==> src/rtl/counter_arbiter_if.sv <==
// counter_arbiter_if -- request/grant bundle between the requesters and the
// shared interval counter.
//
//   req   : level request, one bit per requester
//   len   : packed terminal values, requester k at [k*BUS_WIDTH +: BUS_WIDTH]
//   grant : one-hot owner of the counter, zero when idle
//   done  : one-cycle one-hot completion pulse to the owner
//   busy  : counter is allocated (not idle)
//   cnt   : current count register value
//
// master : requester side (drives req/len)
// slave  : counter_arbiter side (drives grant/done/busy/cnt)
interface counter_arbiter_if #(
    parameter int NUM_REQ   = 4,
    parameter int BUS_WIDTH = 8
);
    logic [NUM_REQ-1:0]           req;
    logic [NUM_REQ*BUS_WIDTH-1:0] len;
    logic [NUM_REQ-1:0]           grant;
    logic [NUM_REQ-1:0]           done;
    logic                         busy;
    logic [BUS_WIDTH-1:0]         cnt;

    modport master (output req, len, input grant, done, busy, cnt);
    modport slave  (input req, len, output grant, done, busy, cnt);
endinterface

==> src/rtl/counter_arbiter.sv <==
// counter_arbiter -- one loadable up-counter shared by NUM_REQ requesters.
// The winner's length is latched at grant, the counter runs 0..len_q, and
// a one-cycle done pulse is returned to the owner before the counter is
// released. At least one idle cycle separates consecutive grants.
//
// Ports:
//   clk   : clock, rising edge
//   rst_n : synchronous active-low reset
//   bus   : counter_arbiter_if.slave (req/len in, grant/done/busy/cnt out)
//
// Build option:
//   COUNTER_ARB_RR_EN defined   -> round-robin arbitration, search starts
//                                  after the last granted index
//   COUNTER_ARB_RR_EN undefined -> fixed priority, lowest index wins
module counter_arbiter #(
    parameter int NUM_REQ   = 4,
    parameter int BUS_WIDTH = 8
) (
    input logic             clk,
    input logic             rst_n,
    counter_arbiter_if.slave bus
);

    localparam int IDX_W = $clog2(NUM_REQ);

    typedef enum logic [1:0] {
        S_IDLE,
        S_RUN,
        S_DONE
    } state_e;

    state_e                 state_q, state_d;
    logic [NUM_REQ-1:0]     grant_q, grant_d;
    logic [NUM_REQ-1:0]     done_q,  done_d;
    logic [BUS_WIDTH-1:0]   cnt_q,   cnt_d;
    logic [BUS_WIDTH-1:0]   len_q,   len_d;

    logic [IDX_W-1:0]       win_idx;
    logic                   win_found;

`ifdef COUNTER_ARB_RR_EN
    logic [IDX_W-1:0]       ptr_q, ptr_d;   // first index searched
    logic [IDX_W-1:0]       idx_q, idx_d;   // current owner index
    int                     cand;
`endif

    // Winner selection over the request bits seen in this cycle.
    always_comb begin
        win_idx   = '0;
        win_found = 1'b0;
`ifdef COUNTER_ARB_RR_EN
        cand      = 0;
        for (int i = 0; i < NUM_REQ; i++) begin
            // Rotate the search origin without a modulo operator.
            cand = int'(ptr_q) + i;
            if (cand >= NUM_REQ) cand = cand - NUM_REQ;
            if (!win_found && bus.req[cand]) begin
                win_found = 1'b1;
                win_idx   = IDX_W'(cand);
            end
        end
`else
        for (int i = 0; i < NUM_REQ; i++) begin
            if (!win_found && bus.req[i]) begin
                win_found = 1'b1;
                win_idx   = IDX_W'(i);
            end
        end
`endif
    end

    always_comb begin
        // NOTE: every next-state signal takes its hold value first, so no
        // path through the case leaves it unassigned and no latch is inferred.
        state_d = state_q;
        grant_d = grant_q;
        done_d  = done_q;
        cnt_d   = cnt_q;
        len_d   = len_q;
`ifdef COUNTER_ARB_RR_EN
        ptr_d   = ptr_q;
        idx_d   = idx_q;
`endif
        case (state_q)
            S_IDLE: begin
                if (win_found) begin
                    len_d   = bus.len[int'(win_idx)*BUS_WIDTH +: BUS_WIDTH];
                    grant_d = NUM_REQ'(1) << win_idx;
                    cnt_d   = '0;
                    state_d = S_RUN;
`ifdef COUNTER_ARB_RR_EN
                    idx_d   = win_idx;
`endif
                end
            end
            S_RUN: begin
                // Stop on equality so the count never wraps, even at all-ones.
                if (cnt_q == len_q) begin
                    done_d  = grant_q;
                    state_d = S_DONE;
                end else begin
                    cnt_d = cnt_q + 1'b1;
                end
            end
            S_DONE: begin
                grant_d = '0;
                done_d  = '0;
                cnt_d   = '0;
                state_d = S_IDLE;
`ifdef COUNTER_ARB_RR_EN
                ptr_d   = (idx_q == IDX_W'(NUM_REQ - 1)) ? '0 : idx_q + 1'b1;
`endif
            end
            default: state_d = S_IDLE;
        endcase
    end

    // NOTE: state registers use non-blocking assignments so every register
    // samples the pre-edge value of the others.
    always_ff @(posedge clk) begin
        if (!rst_n) begin
            state_q <= S_IDLE;
            grant_q <= '0;
            done_q  <= '0;
            cnt_q   <= '0;
            len_q   <= '0;
`ifdef COUNTER_ARB_RR_EN
            ptr_q   <= '0;
            idx_q   <= '0;
`endif
        end else begin
            state_q <= state_d;
            grant_q <= grant_d;
            done_q  <= done_d;
            cnt_q   <= cnt_d;
            len_q   <= len_d;
`ifdef COUNTER_ARB_RR_EN
            ptr_q   <= ptr_d;
            idx_q   <= idx_d;
`endif
        end
    end

    assign bus.grant = grant_q;
    assign bus.done  = done_q;
    assign bus.cnt   = cnt_q;
    assign bus.busy  = (state_q != S_IDLE);

endmodule

==> src/flat_wrapper.sv <==
// flat-port wrapper written by rule: the top's interface ports become plain ports
module counter_arbiter_flat 
#(
    parameter int NUM_REQ   = 4,
    parameter int BUS_WIDTH = 8
)
  (clk, rst_n, bus_req, bus_len, bus_grant, bus_done, bus_busy, bus_cnt);
  counter_arbiter_if #(.NUM_REQ(NUM_REQ), .BUS_WIDTH(BUS_WIDTH)) bus_i ();
  input logic clk;
  input logic rst_n;
  input wire logic [$bits(bus_i.req)-1:0] bus_req;
  input wire logic [$bits(bus_i.len)-1:0] bus_len;
  output wire logic [$bits(bus_i.grant)-1:0] bus_grant;
  output wire logic [$bits(bus_i.done)-1:0] bus_done;
  output wire logic [$bits(bus_i.busy)-1:0] bus_busy;
  output wire logic [$bits(bus_i.cnt)-1:0] bus_cnt;
  assign bus_i.req = bus_req;
  assign bus_i.len = bus_len;
  assign bus_grant = bus_i.grant;
  assign bus_done = bus_i.done;
  assign bus_busy = bus_i.busy;
  assign bus_cnt = bus_i.cnt;
  counter_arbiter #(.NUM_REQ(NUM_REQ), .BUS_WIDTH(BUS_WIDTH)) u_core (.clk(clk), .rst_n(rst_n), .bus(bus_i));
endmodule
==> config.mk <==
export PLATFORM = sky130hd
export DESIGN_NAME = counter_arbiter_flat
export DESIGN_NICKNAME = d
export VERILOG_FILES = /design/src/rtl/counter_arbiter_if.sv /design/src/rtl/counter_arbiter.sv /design/src/flat_wrapper.sv
export SDC_FILE = /design/constraint.sdc
export NUM_CORES = 1
export LEC_CHECK = 0
export CORE_UTILIZATION = 38
export DETAILED_ROUTE_END_ITERATION = 10
export PLACE_DENSITY = 0.7
export SLEW_MARGIN = 20
export SYNTH_ARGS = -nofsm -noshare
export SYNTH_HDL_FRONTEND = slang
export SYNTH_SLANG_ARGS = --single-unit
==> constraint.sdc <==
create_clock -name clk -period 2.2 [get_ports clk]
set_input_delay 0.22 -clock clk [delete_from_list [all_inputs] [get_ports clk]]
set_output_delay 0.22 -clock clk [all_outputs]
set_load 0.02 [all_outputs]
==> out/results.tsv <==
stage	metric	value	unit
die	pin_count	55	
logic_synthesis	synth_top_area_share	0.339	
grt	grt_pass1_vias	1560	
logic_synthesis	yosys_warnings	0	
logic_synthesis	yosysUniqueCellTypes	45	
sta	maxSlewHeadroom	0.680	
placement	hpwl	3060	um
critical_path	critPathMaxStageDelay	480	ps
finish	design_area	2210	um2
outcome	status	completed	
logic_synthesis	ys_seq_area_frac	0.339	
logic_synthesis	syn_area_per_cell	8.00	um2
job	max-cap-violations	0	
grt	overflow	0	
critical_path	critPathBufInv	1	
logic_synthesis	synth_top_area_cell	dfxtp_1	
sta	hold_viol_final	0	
sta	drv_slew	0	
critical_path	worstPathMaxFanout	11	
finish	multi_input_area	930	um2
sta	tns	0	ps
die	dieArea	4300	um2
routing	viasPerCell	5.49	
cts	clockRootBuffer	clkbuf_8	
finish	area_growth	43.7	%
grt	grt_max_degree	26	
cts	cts.sinks	26	
routing	wire_per_inst	13.6	um
finish	n_antenna_cell	0	
sta	rsz0062_at_grt	no	
critical_path	reg2regPathDepth	6	
finish	finalNetCount	288	
cts	cts_max_path_buffers	2	
cts	htreeDepth	1	
placement	gp_routability_congestion	0.868	
grt	grt_use_total	0.204	
logic_synthesis	synth_seq_cells	26	
hold_path	hp-start	u_core.bus.done[2]	
placement	io_buffers	54	
sta	fin_crit_sh	0.915	
routing	first_pass_iters	4	
grt	antenna_found_initial	0	
cts	ctsResizeCount	0	
logic_synthesis	synth_fp_nets	231	
critical_path	crit_path_end_kind	flop	
critical_path	crit_type	reg2reg	
critical_path	crit_chain	xor2_1 -> nor4_2 -> and2_1 -> buf_4 -> nand4b_1 -> a31oi_1	
die	fp.dieW	65.6	um
placement	place_area	2140	um2
die	die_h	65.6	um
logic_synthesis	synth_area_leaders	dfxtp_1 (34%), nand2_1 (7.8%), o21ai_0 (6.2%)	
critical_path	regToRegStartpoint	u_core.bus.cnt[2]	
hold_path	min_path_cells	2	
grt	grt_pass1_wl	7010	um
placement	pre_cts_slack	230	ps
critical_path	worstSetupStartpointType	flop	
critical_path	cp.required	2400	ps
hold_path	hp-class	reg2reg	
pwr	p_per_area	584	nW/um2
critical_path	regToRegSetupSlack	190	ps
routing	wl	4040	um
routing	initialDrtViolationCount	154	
die	rows	22	
cts	numCtsBuffers	3	
logic_synthesis	synthFlopType	dfxtp_1	
cts	clk_pin_slew	90	ps
sta	final.setup_skew	2.88	ps
cts	clk_latency	270	ps
finish	fillers	361	
sta	fmax	497	MHz
cts	cts_setup_buffers	0	
finish	drive_above_1_share	0.0887	
pwr	peakVddDrop	0.268	mV
critical_path	crit_arrival	2220	ps
critical_path	crit_path_top_delay_cell	dfxtp_1	
routing	antenna_left	0	
die	start_util	0.407	
critical_path	r2r_end	u_core.bus.done[2]	
logic_synthesis	netlist_instances	192	
pwr	p_leak	0.845	nW
pwr	power.total	1.29	mW
critical_path	cp_top_family	simple AND/OR/NAND/NOR gates	
sta	setup_violations	0	
cts	cts_hold_buf	0	
routing	drc	0	
sta	tightest_slew	480	ps
hold_path	hold-path-endpoint	u_core.bus.done[2]	
sta	finalCriticalPeriod	2010	ps
sta	timing.final.ws_setup	186	ps
cts	cts_tree	yes	
die	fp.coreArea	3770	um2
finish	regArea	520	um2
routing	vias	1626	
logic_synthesis	synth_area	1540	um2
logic_synthesis	synth_edf_count	0	
logic_synthesis	ys_async_sr_fraction	0	
area by class of cell:
type	count	share of cell area
clock buffer	3	0.0187
clock inverter	1	0.0136
inverter	3	0.00510
multi-input combinational	151	0.421
sequential	26	0.236
tap	48	0.0272
timing repair buffer	64	0.279
power breakdown:
part	internal (mW)	switching, mW	leakage, nW
Combinational	0.166	0.185	0.597
Sequential	0.504	0.0325	0.213
Clock	0.244	0.159	0.0357
flip-flops by register name, summed over array words and instances (netlist names):
name,count
u_core.bus.cnt,8
u_core.bus.done,4
u_core.bus.grant,4
u_core.len_q,8
u_core.state_q,2
worst max path at each step:
| stage | startpoint | end | depth (start not counted) |
|---|---|---|---|
| 6_report | u_core.bus.cnt[2] | u_core.bus.done[2] | 6 |
| 5_1_grt | u_core.bus.cnt[3] | u_core.bus.done[2] | 6 |
| 4_1_cts | u_core.state_q[0] | bus_busy | 3 |
| 3_5_place_dp | u_core.bus.cnt[2] | u_core.bus.done[2] | 6 |
| 3_3_place_gp | u_core.bus.cnt[3] | u_core.bus.done[2] | 6 |
| 2_1_floorplan | u_core.bus.cnt[3] | u_core.bus.cnt[6] | 6 |
worst reg2reg max path: cells and delay by family, from the launching register on:
| family | cells | cell delay (ps) |
|---|---|---|
| simple gates | 3 | 920 |
| buf+inv | 1 | 240 |
| xor+xnor | 1 | 140 |
| compound gates | 1 | 170 |
| flops | 1 | 480 |
synthesized netlist by cell type (4+ instances only):
cell type,instances
xor2_1,8
nand3_1,7
dfxtp_1,26
o21ai_0,19
a21oi_1,14
nand2_1,32
a221oi_1,7
clkbuf_1,7
nor2_1,7
and2_1,4
o211ai_1,8
cell usage in the layout, fill, tap and decap left out, types with 2 or more instances in the layout:
cell	Yosys	layout
a22oi_1	2	2
nand3b_1	2	2
a32oi_1	3	3
o21ai_0	19	19
o21a_1	2	2
clkdlybuf4s50_1	0	54
a21oi_1	14	14
xor2_1	8	8
mux2i_1	2	2
nand4b_1	3	3
nor2_1	7	7
nand3_1	7	7
buf_4	1	10
nand4_1	3	3
nand2b_1	2	2
nor3_1	2	2
clkinv_1	2	2
and2_1	4	4
a31oi_1	2	2
o211a_1	3	3
o211ai_1	8	8
a221oi_1	7	7
dfxtp_1	26	26
nor4_2	2	2
clkbuf_8	0	3
nand2_1	32	32
nor2b_1	2	2
cells by family (layout without fill, tap and decap cells):
kind of cell    after synthesis  after routing  share of synthesized area
compound gates               68             68                      0.296
fa+ha+maj                     1              1                    0.00814
xor+xnor                      8              8                     0.0456
buf+inv                      15             71                     0.0562
simple gates                 72             72                      0.242
flops                        26             26                      0.339
mux                           2              2                     0.0130
stage by stage:
stage	hold WS [ps]	utilization	std cells
2_1_floorplan	383	-	192
3_3_place_gp	505	0.567	292
3_5_place_dp	514	0.567	292
4_1_cts	526	0.586	296
5_1_grt	551	0.586	296
6_report	520	0.586	296
metal layers:
| layer | vias up | share of wire | global-route usage |
|---|---|---|---|
| met3 | 4 | 0.044 | 0.0208 |
| met5 | - | 0 | 0 |
| met4 | 0 | 0.011 | 0.0652 |
| li1 | 827 | - | - |
| met1 | 734 | 0.51 | 0.282 |
| met2 | 61 | 0.44 | 0.330 |
No activity file was read; power rests on OpenSTA's default activity.
